## src/rtl/mem_arbiter.sv

```systemverilog
// Single-port RAM arbiter between instruction fetch and data memory stage.
// Data side has priority, a streak counter bounds fetch starvation, a watchdog aborts hung accesses.
module mem_arbiter #(
  parameter int unsigned STARVE_MAX = 4,
  parameter int unsigned TIMEOUT    = 255
) (
  input  logic        CLK,
  input  logic        nRST,
  input  logic        iREN,
  input  logic [31:0] iaddr,
  output logic        iwait,
  output logic [31:0] iload,
  input  logic        dREN,
  input  logic        dWEN,
  input  logic [31:0] daddr,
  input  logic [31:0] dstore,
  output logic        dwait,
  output logic [31:0] dload,
  output logic        ramREN,
  output logic        ramWEN,
  output logic [31:0] ramaddr,
  output logic [31:0] ramstore,
  input  logic [31:0] ramload,
  input  logic [1:0]  ramstate,
  output logic        mem_err
);

  localparam int unsigned SW = $clog2(STARVE_MAX + 1);
  localparam int unsigned WW = 8;
  localparam logic [1:0] RAM_ACCESS = 2'd2;
  localparam logic [1:0] RAM_ERROR  = 2'd3;

  typedef enum logic [1:0] {
    ST_IDLE  = 2'd0,
    ST_ISERV = 2'd1,
    ST_DSERV = 2'd2
  } state_t;

  state_t          r_state;
  logic [SW-1:0]   r_streak;
  logic [WW-1:0]   r_wdog;

  logic w_dreq;
  logic w_iserv;
  logic w_dserv;
  logic w_serve;
  logic w_req;
  logic w_err;
  logic w_acc;
  logic w_tmo;
  logic w_done;
  logic w_exit;
  logic w_force_i;

  // Request/status decode for the side currently holding the grant
  assign w_dreq    = dREN | dWEN;
  assign w_iserv   = (r_state == ST_ISERV);
  assign w_dserv   = (r_state == ST_DSERV);
  assign w_serve   = w_iserv | w_dserv;
  assign w_req     = (w_iserv & iREN) | (w_dserv & w_dreq);
  assign w_err     = (ramstate == RAM_ERROR);
  assign w_acc     = (ramstate == RAM_ACCESS);
  assign w_tmo     = (r_wdog == WW'(TIMEOUT));
  assign w_done    = w_serve & w_req & ~w_err & ~w_tmo & w_acc;
  assign w_exit    = ~w_req | w_err | w_tmo | w_acc;
  assign w_force_i = iREN & (r_streak == SW'(STARVE_MAX));

  // An aborted access (error or timeout) never reports completion to its requester
  assign iwait   = iREN & ~(w_iserv & w_done);
  assign dwait   = w_dreq & ~(w_dserv & w_done);
  assign iload   = ramload;
  assign dload   = ramload;
  assign mem_err = w_serve & w_req & (w_err | w_tmo);

  // RAM steering follows the grant; strobes drop as soon as the state leaves a serve state
  assign ramREN   = w_iserv | (w_dserv & dREN & ~dWEN);
  assign ramWEN   = w_dserv & dWEN;
  assign ramaddr  = w_iserv ? iaddr : (w_dserv ? daddr : 32'd0);
  assign ramstore = w_dserv ? dstore : 32'd0;

  always_ff @(posedge CLK or negedge nRST) begin
    if (!nRST) begin
      r_state  <= ST_IDLE;
      r_streak <= '0;
      r_wdog   <= '0;
    end else begin
      unique case (r_state)
        ST_IDLE: begin
          r_wdog <= '0;
          if (w_dreq && !w_force_i) begin
            r_state <= ST_DSERV;
          end else if (iREN) begin
            r_state <= ST_ISERV;
          end
        end
        ST_ISERV, ST_DSERV: begin
          if (w_exit) begin
            r_state <= ST_IDLE;
            r_wdog  <= '0;
          end else if (r_wdog != '1) begin
            r_wdog <= r_wdog + WW'(1);
          end
          // Streak only moves on a genuine completion
          if (w_done) begin
            if (w_dserv && iREN) begin
              if (r_streak != SW'(STARVE_MAX)) begin
                r_streak <= r_streak + SW'(1);
              end
            end else begin
              r_streak <= '0;
            end
          end
        end
        default: begin
          r_state <= ST_IDLE;
          r_wdog  <= '0;
        end
      endcase
    end
  end

endmodule

```

## config.mk

```make
export PLATFORM = sky130hd
export DESIGN_NAME = mem_arbiter
export DESIGN_NICKNAME = d
export VERILOG_FILES = /design/src/rtl/mem_arbiter.sv
export SDC_FILE = /design/constraint.sdc
export NUM_CORES = 1
export LEC_CHECK = 0
export ABC_AREA = 1
export BUFFER_PORTS_ARGS = -buffer_cell sky130_fd_sc_hd__buf_2
export CORE_AREA = 2 2 103 105
export DETAILED_ROUTE_END_ITERATION = 16
export DIE_AREA = 0 0 105 107
export SYNTH_ARGS = -nofsm -noshare
export SYNTH_HDL_FRONTEND = slang
export SYNTH_SLANG_ARGS = --single-unit
```

## constraint.sdc

```tcl
create_clock -name CLK -period 1.45 [get_ports CLK]
set_clock_uncertainty 0.1 [all_clocks]
set_input_delay 0.145 -clock CLK [delete_from_list [all_inputs] [get_ports CLK]]
set_output_delay 0.145 -clock CLK [all_outputs]
set_load 0.01 [all_outputs]
```

==> metrics.yaml <==
clock_network:
  cts.sinks: 13
  cts_tree: "built"
  cts_inserted_buffers: 3
  path_clk_slew_ns: 0.05
  clockBufferDepth: 2
  h-tree-depth: 1
  cts-root-buf: "clkbuf_8"
  clock_latency_ns: 0.25
floorplanning:
  die-height_microns: 107
  start_util_pct: 20.0
  die_w_microns: 105
  dieArea_sq_mm: 0.0112
  io_pins: 268
  fp-row-count: 37
  coreArea_sq_mm: 0.0101
place:
  gp_congestion: 0.916
  placedCellCount: 594
  place_area_sq_mm: 0.00273
  hpwl_mm: 7.51
  pre_cts_ws_ns: -0.169
  port_buffers: 171
route:
  drt-vias-per-instance: 4.20
  drc_errors: 0
  wl_per_cell_microns: 15.2
  drt_iter0_drc: 231
  vias: 2543
  firstDrtPassIters: 4
  postRouteAntennaNets: 0
  drt_wl_total_mm: 9.19
synthesis:
  yosysSeqAreaShare_pct: 16.1
  avgSynthCellArea_sq_um: 5.90
  yosysWarnings: 0
  synth-seq-cells: 13
  ys_types: 25
  synth_cells: 343
  synth_nets: 484
  netlist_area_sq_mm: 0.00202
sta:
  hold_violations: 0
  holdWs_ns: 0.136
  slew_headroom_pct: 79.8
  finalCritPeriodShare_pct: 125
  finalSetupTns_ns: -19.88
  setup_viol: 82
  worst_slack_ns: -0.364
  fmax_mhz: 551
  rsz0062_at_grt: "yes"
  tightest_slew_ns: 0.304
  drv_slew: 0
  min_period_ns: 1.81
worst_setup_path:
  cp.required_ns: 1.21
  worst_ep_arrival_time_ns: 1.57
  rr_startpoint: "r_state[0]"
  path_class: "register to output port"
  timing.rr.end: "r_streak[1]"
  cp_max_fo: 3
  reg2reg_slack_ns: -0.17
  rr_worst_depth: 7
  end_kind: "output port"
  startpoint: "r_state[0]"
  start_kind: "register"
global_routing:
  grt_overflow: 0
  grt_antenna_before_repair: 0
  grt_pass1_wl_mm: 13.3
  grt_usage_pct: 14.8
  grt_max_degree: 41
  grt_pass1_vias: 2475
power:
  powerDensity_mw_per_mm2: 1250
  p_int_mw: 2.06
  p_switching_mw: 1.88
  p_clk_share_pct: 8.3
  combPwrFrac_pct: 80.5
  vdd_drop_max_mv: 0.588
  p_leak_nw: 1.98
  switching_share_pct: 47.7
  share_seq_of_total_power_pct: 11.3
flow_run:
  cap_violations: 0
cells_and_area:
  drive_above_1_share_pct: 53.9
  area_delta_synth_final_pct: 56.0
  diodes: 0
  final_cells: 605
  fin_area_sq_mm: 0.00316
  n_fill_cell: 1139
  layout_commonest_cell: "buf_2"
  final_cell_mix: "buf_2, nand2_1, inv_1"
  fin_nets: 611
min_path:
  hold_class: "primary input to register"
  worstHoldPathCells: 3
  holdPathEnd: "r_state[0]"
  hp-start: "iREN"
outcome:
  violations: "setup timing"
  status: "finished, violations left"
[sequential cells by signal (all words and copies together) (netlist names)]
signal and count:
r_wdog 8, r_streak 3, r_state 2
[cells by family after synthesis]
logic type / share of synthesized area, %
compound gates: 2.54
xor+xnor: 1.30
fa+ha+maj: 3.71
buf+inv: 36.2
flops: 16.1
simple gates: 40.2
[metal layers]
layer	part of all wire [%]	track usage, %	up-vias
met2	48	24.6	172
met3	11	5.23	5
met1	41	18.9	1143
met5	0	0	-
li1	-	-	1223
met4	0.64	2.19	0
[final cells by class]
type / count / area (sq um) / share of cell area (%)
repair buffers: 202 / 1300 / 41.1
multi-input cells: 204 / 1140 / 36.1
flip-flops and latches: 13 / 327 / 10.3
inverters: 46 / 178 / 5.63
well taps: 136 / 170 / 5.39
clock buffers: 4 / 45.0 / 1.43
[worst max-delay path, stage by stage, from the launching register on]
cell	delay, ns
dfrtp_2	0.45
inv_4	0.09
ha_4	0.18
o21ai_4	0.07
nand2_2	0.09
nand3_2	0.08
nor2_4	0.14
a21oi_2	0.08
buf_2	0.14
[cell usage after synthesis]
cell	number	area, sq um
xor2_1	2	17.5
buf_6	1	11.3
dfrtp_1	13	325
nand3_1	40	200
nand2_2	3	18.8
o22ai_1	1	6.26
nand3b_1	2	15.0
nand4_2	1	12.5
clkbuf_1	6	22.5
and2_1	1	6.26
buf_4	64	480
buf_2	9	45.0
inv_1	46	173
a21boi_0	1	7.51
nand2_1	117	439
nor2_2	3	18.8
o21ai_1	1	5.00
nand4_1	2	12.5
xnor2_1	1	8.76
a21oi_1	4	20.0
o21bai_1	1	7.51
ha_1	6	75.1
nor3b_2	3	37.5
o21ai_0	1	5.00
nor2_1	14	52.6
[repair_timing]
action                     in CTS  in global routing
hold buffers                    1                  0
pin swaps                       5                 10
hold endpoints to repair       13                  0
buffers inserted                2                  3
gates cloned                    2                  1
setup endpoints to repair      82                 82
gates resized for setup        28                 51
[how the worst max path moves through the flow]
stage	depth (start not counted)	slack, ns	end
2_1_floorplan	8	-0.03	dwait
3_3_place_gp	7	-0.14	ramaddr[1]
3_5_place_dp	8	-0.17	dwait
4_1_cts	6	-0.37	dwait
5_1_grt	8	-0.41	iwait
6_report	8	-0.36	iwait
[through the flow]
| stage | power [mW] | util (%) |
|---|---|---|
| 2_1_floorplan | 1.99 | - |
| 3_3_place_gp | 3.03 | 27.1 |
| 3_5_place_dp | 3.06 | 27.1 |
| 4_1_cts | 3.65 | 29.1 |
| 5_1_grt | 4.25 | 31.3 |
| 6_report | 3.94 | 31.3 |
[power by group through the flow]
stage                     combinational [mW]  clock (mW)  sequential [mW]
after global routing                    3.44       0.350            0.453
after CTS                               2.88       0.340            0.437
after detailed placement                2.62           0            0.438
after floorplan                         1.55           0            0.436
after global placement                  2.60           0            0.435
final                                   3.17       0.326            0.443
Note: power is estimated with default switching activity, not from simulation.
